<file path="src/rtl/riscv_pkg.sv">
// Shared register-file writeback types and default widths.
package riscv_pkg;
  localparam int XLEN     = 32;
  localparam int ADDR_W   = 5;
  localparam int NUM_REGS = 2 ** ADDR_W;

  typedef enum logic {
    WB_ALU = 1'b0,
    WB_MEM = 1'b1
  } wb_src_e;

  typedef struct packed {
    logic              valid;
    logic [ADDR_W-1:0] rd;
    logic [XLEN-1:0]   data;
  } wb_req_t;
endpackage

</file>
<file path="src/rtl/wb_prio_arbiter.sv">
// Two-input writeback arbiter: memory has priority, but ALU wins once it has
// been denied STARVE_LIMIT consecutive times.
module wb_prio_arbiter #(
  parameter int STARVE_LIMIT = 4
) (
  input  logic clk,
  input  logic reset,
  input  logic i_alu_valid,
  input  logic i_mem_valid,
  output logic o_alu_ready,
  output logic o_mem_ready
);
  localparam int             SW  = $clog2(STARVE_LIMIT + 1);
  localparam logic [SW-1:0]  LIM = SW'(STARVE_LIMIT);

  logic [SW-1:0] r_starve;
  logic          w_force;

  assign w_force = (r_starve == LIM);

  // Readies are gated by reset so nothing handshakes while the stage is held.
  assign o_alu_ready = reset & i_alu_valid & (~i_mem_valid | w_force);
  assign o_mem_ready = reset & i_mem_valid & ~(i_alu_valid & w_force);

  always_ff @(posedge clk or negedge reset) begin
    if (!reset)
      r_starve <= '0;
    else if (o_alu_ready)
      r_starve <= '0;
    else if (i_alu_valid && !w_force)
      r_starve <= r_starve + 1'b1;
  end
endmodule

</file>
<file path="src/rtl/regfile_wb_arbiter.sv">
// Shares the register-file write port between ALU and load writeback, with a
// single registered output stage, busy mask, forwarding tap and stall stats.
module regfile_wb_arbiter
  import riscv_pkg::wb_src_e;
  import riscv_pkg::WB_ALU;
  import riscv_pkg::WB_MEM;
#(
  parameter int XLEN         = riscv_pkg::XLEN,
  parameter int ADDR_W       = riscv_pkg::ADDR_W,
  parameter int STARVE_LIMIT = 4,
  parameter int CNT_W        = 16
) (
  input  logic                 clk,
  input  logic                 reset,
  input  logic                 alu_valid,
  output logic                 alu_ready,
  input  logic [ADDR_W-1:0]    alu_rd,
  input  logic [XLEN-1:0]      alu_data,
  input  logic                 mem_valid,
  output logic                 mem_ready,
  input  logic [ADDR_W-1:0]    mem_rd,
  input  logic [XLEN-1:0]      mem_data,
  output logic                 write_enable,
  output logic [ADDR_W-1:0]    write_reg,
  output logic [XLEN-1:0]      write_data,
  output logic [2**ADDR_W-1:0] busy_mask,
  output logic                 fwd_valid,
  output logic [ADDR_W-1:0]    fwd_reg,
  output logic [XLEN-1:0]      fwd_data,
  output logic                 grant_src,
  output logic [CNT_W-1:0]     stall_count
);
  logic              w_acc, w_stall;
  logic [ADDR_W-1:0] w_rd;
  logic [XLEN-1:0]   w_data;

  logic              r_we;
  logic [ADDR_W-1:0] r_reg;
  logic [XLEN-1:0]   r_data;
  wb_src_e           r_src;
  logic [CNT_W-1:0]  r_stall;

  wb_prio_arbiter #(.STARVE_LIMIT(STARVE_LIMIT)) u_arb (
    .clk         (clk),
    .reset       (reset),
    .i_alu_valid (alu_valid),
    .i_mem_valid (mem_valid),
    .o_alu_ready (alu_ready),
    .o_mem_ready (mem_ready)
  );

  assign w_acc   = alu_ready | mem_ready;
  assign w_rd    = mem_ready ? mem_rd   : alu_rd;
  assign w_data  = mem_ready ? mem_data : alu_data;
  assign w_stall = (alu_valid & ~alu_ready) | (mem_valid & ~mem_ready);

  // x0 writes complete the handshake but never raise write_enable.
  always_ff @(posedge clk or negedge reset) begin
    if (!reset) begin
      r_we   <= 1'b0;
      r_reg  <= '0;
      r_data <= '0;
      r_src  <= WB_ALU;
    end else if (w_acc) begin
      r_we   <= (w_rd != '0);
      r_reg  <= w_rd;
      r_data <= w_data;
      r_src  <= mem_ready ? WB_MEM : WB_ALU;
    end else begin
      r_we   <= 1'b0;
    end
  end

  always_ff @(posedge clk or negedge reset) begin
    if (!reset)
      r_stall <= '0;
    else if (w_stall && (r_stall != '1))
      r_stall <= r_stall + 1'b1;
  end

  always_comb begin
    busy_mask = '0;
    if (r_we) busy_mask[r_reg] = 1'b1;
  end

  assign write_enable = r_we;
  assign write_reg    = r_reg;
  assign write_data   = r_data;
  assign fwd_valid    = r_we;
  assign fwd_reg      = r_reg;
  assign fwd_data     = r_data;
  assign grant_src    = r_src;
  assign stall_count  = r_stall;
endmodule
</file>
<file path="config.mk">
export PLATFORM = sky130hd
export DESIGN_NAME = regfile_wb_arbiter
export DESIGN_NICKNAME = d
export VERILOG_FILES = /design/src/rtl/riscv_pkg.sv /design/src/rtl/wb_prio_arbiter.sv /design/src/rtl/regfile_wb_arbiter.sv
export SDC_FILE = /design/constraint.sdc
export NUM_CORES = 1
export LEC_CHECK = 0
export CORE_ASPECT_RATIO = 0.6
export CORE_MARGIN = 2
export CORE_UTILIZATION = 37
export DETAILED_ROUTE_END_ITERATION = 6
export PLACE_DENSITY = 0.81
export SETUP_SLACK_MARGIN = 0.3
export SLEW_MARGIN = 10
export SYNTH_ARGS = -nofsm -noshare
export SYNTH_HDL_FRONTEND = slang
export SYNTH_SLANG_ARGS = --single-unit
</file>
<file path="constraint.sdc">
create_clock -name clk -period 2.4 [get_ports clk]
set_clock_uncertainty 0.15 [all_clocks]
set_input_delay 0.48 -clock clk [delete_from_list [all_inputs] [get_ports clk]]
set_output_delay 0.48 -clock clk [all_outputs]
set_load 0.02 [all_outputs]
</file>
# Yosys cells after proc, flatten, opt, wreduce, memory -nomap -nowiden
# Cells that the tools add are included.
# classes
addsub	2
magnitude_cmp	2
n_eq_ne	2
n_mux	9
n_bitwise	14
reduce_logical	6
# ops
operator	count
two-way mux 32 bit	2
adder 16 x 1 -> 16 bit, second input constant	1
inequality test 16 bit, second input constant	1
bitwise AND 1 bit	7
less-than comparator 5 x 6 -> 1 bit, second input constant	1
two-way mux 3 bit	2
demux 1 bit (select 5 bit)	1
greater-or-equal comparator 5 x 1 -> 1 bit, second input constant	1
two-way mux 5 bit	1
nonzero test 5 bit	1
inverter 1 bit	4
adder 3 x 1 -> 3 bit, second input constant	1
== test 3 bit, second input constant	1
logical AND 1 bit	3
two-way mux 1 bit	3
OR 1 bit	3
nonzero test 2 bit	1
zero test 1 bit	1
# totals
regBits	58
inputBits	78
output_inout_bits	127
wordCells	41

# Longest topological paths before layout
# depth
ltp_word	8
depth_mapped	6
mapped_depth_nobuf	6

# Modules after synthesis
# Synthesis repeated with hierarchy kept, for this count alone.
# unflattened
cells_unflattened	361
area_unflattened_um2	3348.2
# by_module_without_submodules
mod	instances	cells_per_inst	area_each_um2
regfile_wb_arbiter	1	341	3148.0
wb_prio_arbiter	1	20	200.2

# Worst setup path before layout
# Ideal clock, no wire load.
# synth_timing
path_type	register -> output
from	reg r_reg[0], in the netlist fwd_reg[0]
to	out busy_mask[0]
t_arrival_ns	1.446
required_ns	1.770
slack_ns	0.324
stages_incl_launch_ff	4
path_cell_list	dfrtp_1 > or3b_2 > clkbuf_1 > nor2_1
# synth_via
elab_chain_len	5
# synth_lines
element	line_no	text
from (decl)	regfile_wb_arbiter.sv:38	logic [ADDR_W-1:0] r_reg;
from (signal assigned)	regfile_wb_arbiter.sv:66	r_reg <= w_rd;
less-than comparator 5 x 6 -> 1 bit (not written as such) or greater-or-equal comparator 5 x 1 -> 1 bit (tied branches)	regfile_wb_arbiter.sv:83	if (r_we) busy_mask[r_reg] = 1'b1;
logical AND 1 bit (not written as such)	regfile_wb_arbiter.sv:83	
two-way mux 1 bit (not written as such)	regfile_wb_arbiter.sv:83	
demux 1 bit (select 5 bit) (*)	regfile_wb_arbiter.sv:83	
two-way mux 32 bit (*)	regfile_wb_arbiter.sv:83	
to (decl)	regfile_wb_arbiter.sv:26	output logic [2**ADDR_W-1:0] busy_mask,
# Every way passes the cells marked *; elsewhere a longest branch is shown, timed or not.

# Worst setup path after layout
# layout_timing
from	reg r_reg[2], in the netlist fwd_reg[2]
to	out busy_mask[25]
# Same word-level chain as after synthesis.

==> out/metrics.csv <==
metric,value,unit
die area,9730,µm²
I/O Pins,205,
DR vias,3110,
largest net degree at the start of global routing,62,
Post-Synthesis Cells,349,
Num CTS Buffers,9,
Final nets,614,
FP Rows,26,
Post-Layout Cell Count,650,
Placeable Area,8590,µm²
initial core utilization,38.5,%
Tot GR Track Use,21.2,%
share of layout cells above drive strength 1,20.4,%
IO Port Bufs,204,
top cell type's share of synthesized area,43.9,%
Root Driver,clkbuf_16,
CP max FO,6,
footprint of the multi-input gates,1560,µm²
Largest register FFs,32,
RSZ-0062 raised after global routing,yes,
placed cell areas,5260,µm²
Post-Syn Nets,430,
ys async rst share,100,%
WL met2,5400,µm
met3 wire len,637,µm
Worst Setup Start Kind,register,
r2r startpoint,u_arb.r_starve[1],
clk sinks,58,
fmax,471,MHz
Synth area leader,dfrtp_1,
fin crit share,88.4,%
worst reg-to-reg setup slack,0.48,ns
"Hold Violations, Final",0,
Fillers,707,
CTS hold repair buffers,0,
pwr dens,746,nW/µm²
ys flop type,dfrtp_1,
max-cap viol count,0,
status,finished clean,
Residual DRC,0,
R2R depth,7,
P&R area growth vs syn,72.1,%
yosys warns,0,
n_diodes,0,
1st-iter DRT viols,107,
antenna violations before repair,0,
Netlist cell types,41,
dpl hpwl,8050,µm
Critical Path Sink Type,output port,
Area contributors post-synth,"dfrtp_1 44%, mux2i_1 11%, buf_4 9.5%",
vias in the first global route,3256,
synthesized area per cell,9.47,µm²
min cycle time layout,2.12,ns
Lkg Pwr,2.48,nW
crit path DAT,1.49,ns
Die Ht,77.2,µm
DR top layer,met4,
global-route wire length before repair,16300,µm
router iterations before antenna repair,5,
final setup fails,0,
Post-synth EDFFs,0,
clock latency on the worst-skew pair,0.32,ns
"Reg clk slew, reported paths",0.05,ns
Layout Cell Area excl Fill,5690,µm²
"count leader, synth",dfrtp_1,
VDD IR-drop max,554,µV
Worst-Margin Slew,0.478,ns
most frequent cells after synthesis,"58 x dfrtp_1, 49 x nand2_1, 42 x buf_4",
Seq cells post-synth,58,
synthesized area,3310,µm²
Die W,126,µm
Register Area,1460,µm²
total power,4.24,mW
share of the yosys chip area belonging to registers,43.9,%
Vias/cell,4.78,
WL/cell,16.0,µm
DRT Wirelength,10400,µm
Routability Congestion,0.820,
grt total ovfl,0,
Post-Place Cells,626,
post-route ant nets,0,
CP Data Required Time,1.77,ns
Max transition margin,68.1,%
TritonCTS clock tree,built,
crit path kind,reg2out,
H-tree Lvls,3,
Reg2Reg Capture Point,fwd_data[23],
met1 WL,4260,µm
Final Max Tran Viols,0,
worst hold path class,in2async,
Clock Path Buffers,2,
==> final cells by class <==
| cell class | instances | area share (%) |
|---|---|---|
| clock inverters | 5 | 1.39 |
| clock buffers | 11 | 4.09 |
| inverters | 4 | 0.264 |
| multi-input cells | 232 | 27.5 |
| repair buffers | 228 | 38.7 |
| flip-flops and latches | 58 | 25.6 |
| well taps | 112 | 2.46 |
==> worst max-delay path by stage <==
| stage | endpoint | slack [ns] | start |
|---|---|---|---|
| 2_1_floorplan | busy_mask[0] | 0.32 | fwd_reg[0] |
| 3_3_place_gp | mem_ready | -0.17 | mem_valid |
| 3_5_place_dp | alu_ready | -0.19 | alu_valid |
| 4_1_cts | alu_ready | 0.08 | u_arb.r_starve[0] |
| 5_1_grt | busy_mask[2] | 0.19 | fwd_reg[0] |
| 6_report | busy_mask[25] | 0.28 | fwd_reg[2] |
==> critical path: stages (launching register included) <==
cell and delay (ns):
dfrtp_2 0.44, buf_6 0.13, nand3b_1 0.25, nor2_1 0.19, buf_4 0.16
==> per-stage QoR <==
stage                     utilization, %  setup slack [ns]  hold WS [ns]  setup TNS, ns
after detailed placement            61.3            -0.190         0.335         -0.574
after global placement              61.3            -0.170         0.321         -0.300
after floorplan                        -             0.324        0.0344              0
final                               66.2             0.279        0.0945              0
after CTS                           64.0            0.0846        0.0826              0
after global routing                66.2             0.191         0.114              0
==> layout by cell type, fill, tap and decap left out, types with 4 or more instances in the layout <==
| cell | n |
|---|---|
| dlymetal6s2s_1 | 6 |
| nand3b_1 | 5 |
| nand4_1 | 6 |
| inv_1 | 4 |
| nand3_1 | 6 |
| clkdlybuf4s50_1 | 157 |
| o21ai_0 | 35 |
| xnor2_1 | 9 |
| nand2_1 | 47 |
| buf_4 | 40 |
| clkbuf_16 | 9 |
| nor2_2 | 9 |
| mux2i_1 | 37 |
| dlygate4sd2_1 | 6 |
| nor2_1 | 28 |
| buf_6 | 10 |
| xor2_1 | 5 |
| dfrtp_1 | 55 |
| o21ai_1 | 5 |
==> metal layers <==
| metal | GRT usage [%] | vias up |
|---|---|---|
| met3 | 5.30 | 12 |
| met4 | 7.03 | 0 |
| met2 | 37.6 | 122 |
| met5 | 0 | - |
| li1 | - | 1513 |
| met1 | 25.1 | 1463 |
==> cells by family (layout without fill, tap and decap cells) <==
kind of cell | after synthesis | after routing | share of synthesized area, %
buffers and inverters | 59 | 248 | 11.7
XOR/XNOR | 14 | 14 | 3.71
AO/OA/AOI/OAI | 52 | 52 | 9.50
multiplexers | 39 | 39 | 12.0
flip-flops | 58 | 58 | 43.9
adder cells (fa/ha/maj) | 3 | 3 | 1.14
AND/OR/NAND/NOR | 124 | 124 | 18.1
==> report_power, final <==
group          internal (mW)  total [mW]  switching, mW
Clock                  0.906        1.33          0.427
Combinational          0.791        1.56          0.770
Sequential              1.16        1.35          0.192
Total                   2.85        4.24           1.39
==> repair_timing <==
item                                    CTS  global route
endpoints found under the setup margin   44            54
setup buffers                             4             4
pin swaps                                 1             5
gates resized for setup                 153            62
(Power assumes the default switching activity.)
